[config.mk]
export PLATFORM = sky130hd
export DESIGN_NAME = i2s_tx
export DESIGN_NICKNAME = d
export VERILOG_FILES = /design/src/rtl/i2s_tx.sv
export SDC_FILE = /design/constraint.sdc
export NUM_CORES = 1
export LEC_CHECK = 0
export ABC_AREA = 1
export BUFFER_PORTS_ARGS = -buffer_cell sky130_fd_sc_hd__buf_2
export CAP_MARGIN = 20
export CORE_MARGIN = 8
export CORE_UTILIZATION = 42
export CTS_CLUSTER_SIZE = 30
export DETAILED_ROUTE_END_ITERATION = 7
export PLACE_DENSITY = 0.68
export SKIP_CTS_REPAIR_TIMING = 1
export SYNTH_ARGS = -nofsm -noshare
export SYNTH_HDL_FRONTEND = slang
export SYNTH_SLANG_ARGS = --single-unit
[constraint.sdc]
create_clock -name clk -period 3.01 [get_ports clk]
set_input_delay 0 -clock clk [delete_from_list [all_inputs] [get_ports clk]]
set_output_delay 0 -clock clk [all_outputs]
set_load 0.05 [all_outputs]
[src/rtl/i2s_tx.sv]
// i2s_tx: I2S master transmitter, one stereo pair per 64-sck frame, MSB first, one-sck delay after ws
module i2s_tx #(
  parameter int CLK_DIV = 32,
  parameter int DATA_W  = 16
) (
  input  logic              clk,
  input  logic              rst,
  input  logic              en,
  input  logic [DATA_W-1:0] l_data,
  input  logic [DATA_W-1:0] r_data,
  input  logic              din_vld,
  output logic              din_rdy,
  output logic              sck,
  output logic              ws,
  output logic              sd,
  output logic              frame_start,
  output logic              underflow
);
  localparam int CW = $clog2(CLK_DIV);
  logic [CW-1:0]     div_cnt;
  logic [5:0]        bit_cnt;
  logic [5:0]        nb;
  logic              buf_full;
  logic [DATA_W-1:0] buf_l;
  logic [DATA_W-1:0] buf_r;
  logic [DATA_W-1:0] sh_l;
  logic [DATA_W-1:0] sh_r;
  logic              adv;
  logic              load;
  assign adv     = div_cnt == CW'(CLK_DIV - 1);
  assign nb      = bit_cnt + 6'd1;
  assign load    = adv && bit_cnt == 6'd63;
  assign din_rdy = ~buf_full;
  always_ff @(posedge clk) begin
    if (rst) begin
      div_cnt     <= '0;
      bit_cnt     <= 6'd63;
      sck         <= 1'b0;
      ws          <= 1'b0;
      sd          <= 1'b0;
      frame_start <= 1'b0;
      underflow   <= 1'b0;
      buf_full    <= 1'b0;
      buf_l       <= '0;
      buf_r       <= '0;
      sh_l        <= '0;
      sh_r        <= '0;
    end else begin
      if (din_vld && !buf_full) begin
        buf_full <= 1'b1;
        buf_l    <= l_data;
        buf_r    <= r_data;
      end
      if (!en) begin
        div_cnt     <= '0;
        bit_cnt     <= 6'd63;
        sck         <= 1'b0;
        ws          <= 1'b0;
        sd          <= 1'b0;
        frame_start <= 1'b0;
        underflow   <= 1'b0;
        sh_l        <= '0;
        sh_r        <= '0;
      end else begin
        div_cnt     <= adv ? '0 : div_cnt + 1'b1;
        frame_start <= load;
        underflow   <= load && !buf_full;
        if (div_cnt == CW'(CLK_DIV / 2 - 1))
          sck <= 1'b1;
        if (adv) begin
          sck     <= 1'b0;
          bit_cnt <= nb;
          ws      <= nb >= 6'd31 && nb <= 6'd62;
          if (load) begin
            sh_l <= buf_full ? buf_l << 1 : '0;
            sh_r <= buf_full ? buf_r : '0;
            sd   <= buf_full & buf_l[DATA_W-1];
            if (buf_full)
              buf_full <= 1'b0;
          end else if (nb < 6'(DATA_W)) begin
            sd   <= sh_l[DATA_W-1];
            sh_l <= sh_l << 1;
          end else if (nb >= 6'd32 && nb < 6'(32 + DATA_W)) begin
            sd   <= sh_r[DATA_W-1];
            sh_r <= sh_r << 1;
          end else begin
            sd <= 1'b0;
          end
        end
      end
    end
  end
endmodule

* Word-level counts from Yosys, hierarchy flattened
Index checks and enable logic that the tools add are counted.
** Operators by class
- Reductions and logical operators :: 12
- Bitwise gates (word level) :: 3
- Mux-type cells :: 15
- Add/subtract/negate cells :: 2
- Equality and inequality tests :: 4
- $lt $le $gt $ge :: 5
** Operator list (count)
- $mux 16 :: 7
- $mux 1 :: 8
- $add 6x1->6 const B :: 1
- $eq 6x6->1 const B :: 1
- $ge 6x5->1 const B :: 1
- $ge 6x6->1 const B :: 1
- $le 6x6->1 const B :: 1
- $lt 6x5->1 const B :: 1
- $lt 6x6->1 const B :: 1
- $add 5x1->5 const B :: 1
- $eq 5x4->1 const B :: 1
- $eq 5x5->1 const B :: 1
- $logic_and 1x1->1 :: 5
- $reduce_bool 2->1 :: 2
- $reduce_and 3->1 :: 1
- $reduce_or 3->1 :: 1
- $ne 2x2->1 const B :: 1
- $not 1->1 :: 2
- $reduce_and 2->1 :: 1
- $reduce_or 2->1 :: 1
- $and 1x1->1 :: 1
- $logic_not 1->1 :: 1
** Storage, ports and cells
- Bits in registers :: 81
- Bits of input ports :: 36
- Output and inout bits :: 6
- Word-level logic and storage cells :: 53

* Depth between registers and ports, before layout
Gate-level depths: netlist of run 1.
- Depth in word-level cells :: 7
- Gate-level depth with buffers :: 12
- Mapped depth without buffers :: 11

* Least setup slack after synthesis of run 1
No wires, ideal clock.
- Path kind :: register to register
- From :: register div_cnt[0]
- To :: register sh_l[11]
- Period minus slack after synthesis :: 1.861 ns
- Cell stages (with the launch flop) :: 13
- Path slack :: 1.149 ns
- Arrival :: 1.749 ns
- Library setup time :: 0.113 ns
- Data required time :: 2.897 ns
- Path buffers :: 1
- Path through :: dfxtp_1 -> ha_1 -> nand2_1 -> nor2_1 -> ha_1 -> inv_2 -> nor2_4 -> inv_2 -> buf_2 -> nand2_1 -> o21ai_1 -> nor2_1 -> nor2_1
** Between the ends
- Longest elaborated chain between the ends :: 4
- Elaborated cells on any way between the ends :: 5
- Classes of those cells :: 1 x eq/ne; 1 x mux; 3 x reduce/logical
** Ends and longest elaborated chain
- start, declared :: line 20 : logic [CW-1:0] div_cnt;
- start signal, assigned :: line 65 : div_cnt <= adv ? '0 : div_cnt + 1'b1;
- $eq 5x5->1 * :: line 30 : assign adv = div_cnt == CW'(CLK_DIV - 1);
- $logic_and 1x1->1 :: line 32 : assign load = adv && bit_cnt == 6'd63;
- $reduce_bool 2->1 (no line)
- $reduce_and 2->1 (no line)
- end signal, assigned :: line 75 : sh_l <= buf_full ? buf_l << 1 : '0;
- end signal, assigned :: line 82 : sh_l <= sh_l << 1;
- end, declared :: line 26 : logic [DATA_W-1:0] sh_l;
Mark *: on every way between the ends. The rest lies on a longest branch, timed or not.
A chain may end at the register's enable or synchronous reset.

* Worst setup path in the final report of run 1
- From :: register div_cnt[0]
- To :: register sh_l[15]
Same word-level chain as after synthesis.

==> impl_metrics.py, run 1 <==
metrics = {
    "run_status": {
        "status": "finished with violations",
        "violations": "negative hold slack",
    },
    "synth": {
        "synth-seq-area-share": 0.445,
        "synth_area_leaders": "dfxtp_1, nor2_1, nand2_1",
        "synth-edff-count": 0,
        "yosys_warnings": 0,
        "netlist_top_cells_count": "nor2_1, dfxtp_1, nand2_1, inv_1, o21ai_0",
        "ys_seq_elements": 80,
        "yosys.area.top_type_share": 0.445,
        "netlist_instances": 500,
        "synth_cell_types": 28,
        "synth_nets": 542,
        "synthArstFlopShare": 0,
        "yosysMostFrequentCell": "nor2_1",
        "synth_area_sq_um": 3600,
        "syn_avg_cell_area_sq_um": 7.20,
        "synthFlopType": "dfxtp_1",
        "synth_area_leader_cell": "dfxtp_1",
    },
    "worst_setup_path": {
        "startpoint_type": "flip-flop",
        "crit_fanout": 52,
        "reg2reg_from": "div_cnt[0]",
        "startpoint": "div_cnt[0]",
        "cp.depth": 11,
        "cp.required_ps": 3290,
        "path_class": "reg2reg",
        "arrival_ps": 2740,
        "slowest_stage": "inv_2",
        "critPathMaxStageDelay_ps": 590,
        "rrSetupSlack_ps": 550,
        "r2r-end": "sh_l[15]",
        "worst-path-buf-inv": 3,
        "path_cells": "ha_1 > nand2_1 > nor2_1 > ha_1 > inv_2 > nor2_4 > inv_2 > nand2_2 > inv_2 > nor2_1 > nor2_1",
        "end_kind": "flip-flop",
        "crit_path_end": "sh_l[15]",
        "cp_top_family": "buffers and inverters",
        "r2r_cells": 11,
    },
    "global_routing": {
        "grt_overflow": 0,
        "antenna_found_initial": 0,
        "grt_start_max_net_pins": 53,
        "grtUsageTotal": 0.128,
        "grt_pass1_vias": 2812,
        "grt_pass1_wl_mm": 12.5,
    },
    "sta": {
        "fin_crit_sh": 0.819,
        "fin_hold_ws_ps": -44.1,
        "setup_viol": 0,
        "rsz0062_at_grt": "false",
        "setup_slack_ps": 546,
        "fin_crit_ps": 2460,
        "finalMaxSlewViolations": 0,
        "slew_headroom": 0.455,
        "fmax_ghz": 0.406,
        "fin_tns_setup_ps": 0,
        "fin_skew_ps": 8.36,
        "tightest_slew_ps": 816,
        "hold_viol": 3,
    },
    "clock_tree": {
        "cts_sinks": 80,
        "path_clk_slew_ps": 70,
        "htree_levels": 3,
        "root_buffer": "clkbuf_8",
        "cts_max_path_buffers": 2,
        "clk_latency_ps": 340,
        "numCtsBuffers": 9,
        "cts_tree": "yes",
    },
    "placement": {
        "pre_cts_slack_ps": 561,
        "place_congestion": 0.797,
        "place.port_buffers": 41,
        "hpwl_mm": 5.08,
        "dp.cells": 622,
    },
    "floorplan": {
        "die_area_sq_um": 11800,
        "die_y_um": 109,
        "die_width_um": 109,
        "rows": 33,
        "coreArea_sq_um": 8260,
        "initial_core_util": 0.436,
        "ios": 42,
    },
    "job": {
        "maxCapViolCount": 0,
    },
    "routing": {
        "routed_wl_mm": 7.92,
        "drtAntennaViolNets": 0,
        "post-route-drc-count": 0,
        "vias": 3234,
        "wl_per_cell_um": 11.9,
        "viasPerCell": 4.85,
        "drtIter0Drc": 182,
        "dr.pass1.iters": 5,
    },
    "power": {
        "p_per_area_nw_per_um2": 456,
        "p_leak_nw": 2.03,
        "peakVddDrop_mv": 0.320,
        "p_total_mw": 1.96,
    },
    "final_layout": {
        "diodes": 0,
        "layout-drive-gt1-share": 0.135,
        "areaGrowthSynthToFinish_pct": 19.4,
        "final_nets": 600,
        "fin_cells": 667,
    },
    "hold_path": {
        "hold_path_class": "in2reg",
    },
}
==> cell families after synthesis <==
family | after synthesis | share of synthesized area
adder cells (fa/ha/maj) | 6 | 0.0209
AND/OR/NAND/NOR | 241 | 0.306
flip-flops | 80 | 0.445
AO/OA/AOI/OAI | 95 | 0.137
buffers and inverters | 78 | 0.0914
==> registers in the layout, indices dropped and copies added (netlist names) <==
register and count:
buf_full 1, buf_l 16, sh_r 16, div_cnt 5, sck 1, sd 1, buf_r 16, bit_cnt 6
sh_l 15, frame_start 1, underflow 1, ws 1
==> worst reg2reg max path, delay by kind of cell (launching register included) <==
kind | cells | cell delay, ps
fa+ha+maj | 2 | 490
buf+inv | 3 | 1030
flops | 1 | 330
simple gates | 6 | 530
==> stage by stage <==
step / utilization / cell area [sq um]
6_report: 0.520 / 4300
2_1_floorplan: - / 3600
3_5_place_dp: 0.463 / 3820
4_1_cts: 0.484 / 4000
5_1_grt: 0.520 / 4300
3_3_place_gp: 0.463 / 3820
==> power breakdown <==
| part | internal, mW | switching, mW | leakage [nW] | total [mW] |
|---|---|---|---|---|
| clock | 0.338 | 0.364 | 0.0882 | 0.701 |
| sequential | 1.09 | 0.0178 | 0.652 | 1.11 |
| combinational | 0.0674 | 0.0779 | 1.28 | 0.145 |
==> final cells by class <==
type                       count  area (sq um)
timing repair buffer          74           528
sequential                    80          1600
multi-input combinational    342          1670
fill                         844          3960
clock buffer                  12           155
tap                          105           131
inverter                      51           191
clock inverter                 3          17.5
==> cells in the final DEF, fill, tap and decap left out, drive strengths merged, types with 2 or more instances in the layout <==
| cell type | synthesis | final |
|---|---|---|
| a21oi | 23 | 23 |
| a22oi | 2 | 2 |
| buf | 14 | 44 |
| clkbuf | 13 | 12 |
| clkinv | 0 | 2 |
| dfxtp | 80 | 80 |
| dlygate4sd3 | 0 | 30 |
| ha | 6 | 6 |
| inv | 51 | 51 |
| nand2 | 77 | 77 |
| nand3 | 33 | 33 |
| nand3b | 22 | 22 |
| nor2 | 106 | 106 |
| o21ai | 65 | 65 |
==> per-layer routing <==
layer	routed length, um	GRT usage	up-vias
li1	-	-	1708
met1	3800	0.168	1469
met2	3730	0.204	50
met3	313	0.0250	7
met4	87	0.0499	0
met5	0	0	-
==> worst min path at each step <==
stage | to | slack, ps | start | depth (start not counted)
after detailed placement | buf_l[6] | 260 | l_data[6] | 3
final | buf_l[12] | -40 | l_data[12] | 3
after CTS | buf_l[6] | -90 | l_data[6] | 3
after global routing | buf_r[14] | 20 | r_data[14] | 3
after floorplan | buf_l[0] | 170 | l_data[0] | 2
after global placement | buf_l[15] | 250 | l_data[15] | 3
Note: power is estimated with default switching activity, not from simulation.
==> inputs of run 2 (changes only) <==
==> constraint.sdc (replaced) <==
create_clock -name clk -period 2.3 [get_ports clk]
set_input_delay 0 -clock clk [delete_from_list [all_inputs] [get_ports clk]]
set_output_delay 0 -clock clk [all_outputs]
set_load 0.05 [all_outputs]
==> run 2 against run 1 <==
Against the previous run: via count grew 0.99%; clock skew shrank 1.2 ps; design area grew 2.8%; the run now ends clean; die area is the same; setup slack lost 240 ps; critical path depth grew 1; sequential share of layout area shrank 1.0 points; maximum frequency grew 23%; wire length grew 1.5%; critical path type unchanged; clock-buffer cell count shrank 2; total power grew 41%; largest cell class unchanged; utilization grew 1.4 points.
==> impl_metrics.py, run 2 (synthesized netlist as in run 1, its figures left out) <==
metrics = {
    "routing": {
        "routed_wl_mm": 8.04,
        "dr.pass1.iters": 4,
        "viasPerCell": 4.83,
        "vias": 3266,
        "post-route-drc-count": 0,
        "drtAntennaViolNets": 0,
        "drtIter0Drc": 220,
        "wl_per_cell_um": 11.9,
    },
    "power": {
        "p_leak_nw": 2.09,
        "p_int_mw": 2.13,
        "p_per_area_nw_per_um2": 623,
        "pwr-share-seq": 0.526,
        "peakVddDrop_mv": 0.373,
        "power_frac_clock": 0.400,
        "switching_share": 0.226,
        "netSwitchingPower_mw": 0.621,
        "p_comb_frac": 0.073,
    },
    "worst_setup_path": {
        "startpoint_type": "flip-flop",
        "end_kind": "flip-flop",
        "path_class": "reg2reg",
        "cp.required_ps": 2580,
        "arrival_ps": 2280,
        "crit_fanout": 31,
    },
    "final_layout": {
        "final_common_cell": "nor2_1",
        "largest_registers": "buf_l (16), buf_r (16), sh_r (16)",
        "diodes": 0,
        "final_cell_mix": "nor2_1, dfxtp_1, nand2_1",
        "final_nets": 608,
        "nFillCells": 792,
        "areaGrowthSynthToFinish_pct": 22.7,
        "layout-drive-gt1-share": 0.144,
    },
    "floorplan": {
        "initial_core_util": 0.436,
        "coreArea_sq_um": 8260,
        "die_width_um": 109,
        "ios": 42,
        "die_area_sq_um": 11800,
        "die_y_um": 109,
        "rows": 33,
    },
    "placement": {
        "pre_cts_slack_ps": 321,
        "place_congestion": 0.803,
        "place.port_buffers": 41,
        "hpwl_mm": 5.27,
    },
    "global_routing": {
        "grt_pass1_vias": 2965,
        "grt_overflow": 0,
        "grt_start_max_net_pins": 41,
        "grtUsageTotal": 0.134,
        "grt_pass1_wl_mm": 13.0,
        "antenna_found_initial": 0,
    },
    "clock_tree": {
        "numCtsBuffers": 9,
        "cts_max_path_buffers": 2,
        "cts_sinks": 80,
        "cts_tree": "yes",
        "root_buffer": "clkbuf_8",
        "path_clk_slew_ps": 80,
        "clk_latency_ps": 340,
        "htree_levels": 3,
    },
    "sta": {
        "slew_headroom": 0.501,
        "fmax_ghz": 0.501,
        "rsz0062_at_grt": "false",
        "fin_crit_sh": 0.868,
        "setup_viol": 0,
        "hold_viol": 0,
        "fin_skew_ps": 7.16,
        "finalMaxSlewViolations": 0,
        "fin_tns_setup_ps": 0,
        "tightest_slew_ps": 748,
        "setup_slack_ps": 303,
        "fin_crit_ps": 2000,
    },
    "hold_path": {
        "hold_path_class": "in2reg",
    },
    "run_status": {
        "status": "finished, final reports clean",
    },
    "job": {
        "maxCapViolCount": 0,
    },
}
[run 2: worst paths after layout]
kind,from,endpoint,slack [ps],cells past startpoint
setup / recovery,div_cnt[0],sh_r[6],300,12
setup reg to reg,div_cnt[0],sh_r[6],300,12
hold / removal,en,buf_full,20,4
hold reg to reg,buf_r[12],buf_r[12],450,2
[run 2: critical path: stages (launching register included)]
cell     delay, ps
dfxtp_1        330
ha_1           210
nand2_1         70
nor2_1          50
ha_1           200
inv_2          160
nor2_4          70
inv_2          310
buf_12         230
nand2_1         60
o21ai_1         70
nor2_1          60
nor2_1         120
[run 2: final cells by class]
cell class	count	area (sq um)	area share
multi-input cells	342	1670	0.379
clock buffers	10	128	0.0289
flip-flops and latches	80	1600	0.363
well taps	105	131	0.0298
clock inverters	6	83.8	0.0190
inverters	51	191	0.0434
repair buffers	82	608	0.138
[run 2: power by group through the flow]
stage                     clock network [mW]  registers [mW]  logic (mW)
final                                   1.10            1.45       0.202
after global routing                    1.18            1.45       0.228
after CTS                               1.13            1.45       0.158
after detailed placement                   0            1.48       0.157
after global placement                     0            1.48       0.152
after floorplan                            0            1.48       0.102
[run 2: routing by layer]
metal  wire (um)  part of all wire  GRT usage
met1        3820              0.48      0.160
met2        3780              0.47      0.220
met3         322             0.040     0.0410
met4         111             0.014     0.0499
met5           0                 0          0
[run 2: per-stage QoR]
stage                      util  power, mW  instances  area (sq um)  hold slack, ps
after floorplan               -       1.58        500          3600             167
after global placement    0.469       1.63        627          3870             259
after detailed placement  0.469       1.64        627          3870             262
after CTS                 0.495       2.74        643          4090            -111
after global routing      0.535       2.86        676          4420            16.6
final                     0.535       2.75        676          4420            19.9
==> inputs of run 3 (changes only) <==
==> constraint.sdc (replaced) <==
create_clock -name clk -period 2.6 [get_ports clk]
set_input_delay 0 -clock clk [delete_from_list [all_inputs] [get_ports clk]]
set_output_delay 0 -clock clk [all_outputs]
set_load 0.05 [all_outputs]
==> run 3 against run 2 <==
Against the previous run: the flow now finishes with violations (negative hold slack); maximum frequency is 11% lower; design area is 0.51% lower; register-to-register slack better by 50 ps; wire length is 0.77% lower; clock-buffer cell count is 1 higher; flip-flop and latch count stayed put; via count is 1.2% lower; setup slack better by 46 ps; sequential share of layout area is 0.19 points higher; critical path type unchanged.
==> impl_metrics.py, run 3 (synthesized netlist as in run 1, its figures left out) <==
metrics = {
    "routing": {
        "drtIter0Drc": 183,
        "viasPerCell": 4.79,
        "vias": 3226,
        "dr.pass1.iters": 4,
        "drtAntennaViolNets": 0,
        "post-route-drc-count": 0,
        "wl_per_cell_um": 11.8,
        "routed_wl_mm": 7.98,
    },
    "final_layout": {
        "areaGrowthSynthToFinish_pct": 22.0,
        "final_cell_mix": "nor2_1, dfxtp_1, nand2_1",
        "multi_input_area_sq_um": 1670,
        "largest_registers": "buf_l (16), buf_r (16), sh_r (16)",
        "nFillCells": 805,
        "diodes": 0,
        "final_common_cell": "nor2_1",
        "final_nets": 606,
        "ff_latch_area_sq_um": 1600,
        "layout-drive-gt1-share": 0.144,
        "design_area_sq_um": 4390,
    },
    "sta": {
        "fin_hold_ws_ps": -20.4,
        "slew_headroom": 0.499,
        "fin_crit_ps": 2250,
        "fin_skew_ps": 7.50,
        "finalMaxSlewViolations": 0,
        "rsz0062_at_grt": "false",
        "hold_viol": 1,
        "setup_slack_ps": 348,
        "fin_tns_setup_ps": 0,
        "setup_viol": 0,
        "tightest_slew_ps": 751,
        "fin_crit_sh": 0.866,
        "fmax_ghz": 0.444,
    },
    "power": {
        "p_per_area_nw_per_um2": 544,
        "p_leak_nw": 2.07,
        "peakVddDrop_mv": 0.254,
    },
    "clock_tree": {
        "cts_tree": "yes",
        "root_buffer": "clkbuf_8",
        "htree_levels": 3,
        "clk_latency_ps": 340,
        "cts_max_path_buffers": 2,
        "cts_sinks": 80,
        "numCtsBuffers": 9,
        "path_clk_slew_ps": 80,
    },
    "worst_setup_path": {
        "r2r_cells": 12,
        "cp_top_family": "buffers and inverters",
        "slowest_stage": "dfxtp_1",
        "reg2reg_from": "div_cnt[0]",
        "path_class": "reg2reg",
        "startpoint_type": "flip-flop",
        "worst_path_most_repeated_cell": "nor2_1",
        "arrival_ps": 2530,
        "path_cells": "ha_1 > nand2_1 > nor2_1 > ha_1 > inv_2 > nor2_4 > buf_4 > nand2_1 > buf_4 > o21ai_1 > nor2_1 > nor2_1",
        "end_kind": "flip-flop",
        "rrSetupSlack_ps": 350,
        "worst-path-buf-inv": 3,
        "crit_fanout": 23,
        "cp.required_ps": 2870,
        "critPathMaxStageDelay_ps": 350,
        "r2r-end": "sh_r[4]",
    },
    "global_routing": {
        "grt_overflow": 0,
        "grt_pass1_vias": 3081,
        "grtUsageTotal": 0.138,
        "grt_pass1_wl_mm": 13.5,
        "antenna_found_initial": 0,
        "grt_start_max_net_pins": 42,
    },
    "placement": {
        "hpwl_mm": 5.22,
        "place.port_buffers": 41,
        "place_area_sq_um": 3870,
        "place_congestion": 0.823,
        "pre_cts_slack_ps": 349,
    },
    "floorplan": {
        "initial_core_util": 0.436,
        "ios": 42,
        "die_width_um": 109,
        "rows": 33,
        "die_area_sq_um": 11800,
        "die_y_um": 109,
        "coreArea_sq_um": 8260,
    },
    "run_status": {
        "violations": "negative hold slack",
        "status": "finished with violations",
    },
    "hold_path": {
        "min_to": "buf_r[14]",
        "hold_path_class": "in2reg",
        "hold_path_depth": 3,
        "hold_path.startpoint": "r_data[14]",
    },
    "job": {
        "maxCapViolCount": 0,
    },
}
==> run 3: cell types whose count changed in the layout (fill, tap and decap cells not counted) <==
cell	delta
buf_4	-1
bufinv_16	-1
clkbuf_1	-1
clkbuf_8	+2
clkinv_2	-1
clkinv_4	-1
clkinvlp_4	+2
dlygate4sd3_1	-1
==> run 3: how the worst max path moves through the flow <==
stage | from | endpoint | slack (ps) | depth (start not counted)
2_1_floorplan | div_cnt[0] | sh_l[11] | 740 | 12
5_1_grt | div_cnt[0] | sh_r[15] | 70 | 12
4_1_cts | div_cnt[0] | sh_r[8] | 340 | 12
3_5_place_dp | div_cnt[0] | sh_r[8] | 350 | 12
3_3_place_gp | div_cnt[0] | sh_r[7] | 430 | 12
6_report | div_cnt[0] | sh_r[4] | 350 | 12
==> run 3: power breakdown <==
| group | internal, mW | leakage, nW | switching, mW |
|---|---|---|---|
| clock | 0.493 | 0.101 | 0.435 |
| combinational | 0.0840 | 1.32 | 0.0972 |
| sequential | 1.27 | 0.652 | 0.0170 |
| total | 1.84 | 2.07 | 0.549 |
==> run 3: layer usage <==
layer | vias up | GRT usage | wire (um)
met5 | - | 0 | 0
met4 | 0 | 0.0479 | 105
met3 | 9 | 0.0262 | 325
met2 | 60 | 0.225 | 3680
met1 | 1427 | 0.177 | 3860
li1 | 1730 | - | -
==> run 3: layout make-up <==
type / count / share of cell area
Clock buffer: 11 / 0.0345
Clock inverter: 5 / 0.0125
Tap cell: 105 / 0.0299
Inverter: 51 / 0.0436
Sequential cell: 80 / 0.365
Timing Repair Buffer: 80 / 0.134
Multi-Input combinational cell: 342 / 0.381
==> run 3: worst register-to-register path, stage by stage (launching register included) <==
cell and delay [ps]:
dfxtp_1 350, ha_1 170, nand2_1 60, nor2_1 130
ha_1 350, inv_2 160, nor2_4 140, buf_4 240
nand2_1 80, buf_4 210, o21ai_1 140, nor2_1 60
nor2_1 100
==> run 3: stage by stage <==
stage               instances   util  total power [mW]
floorplan                 500      -              1.40
global placement          626  0.468              1.45
detailed placement        626  0.468              1.45
CTS                       642  0.493              2.39
global route              674  0.532              2.51
finish                    674  0.532              2.39
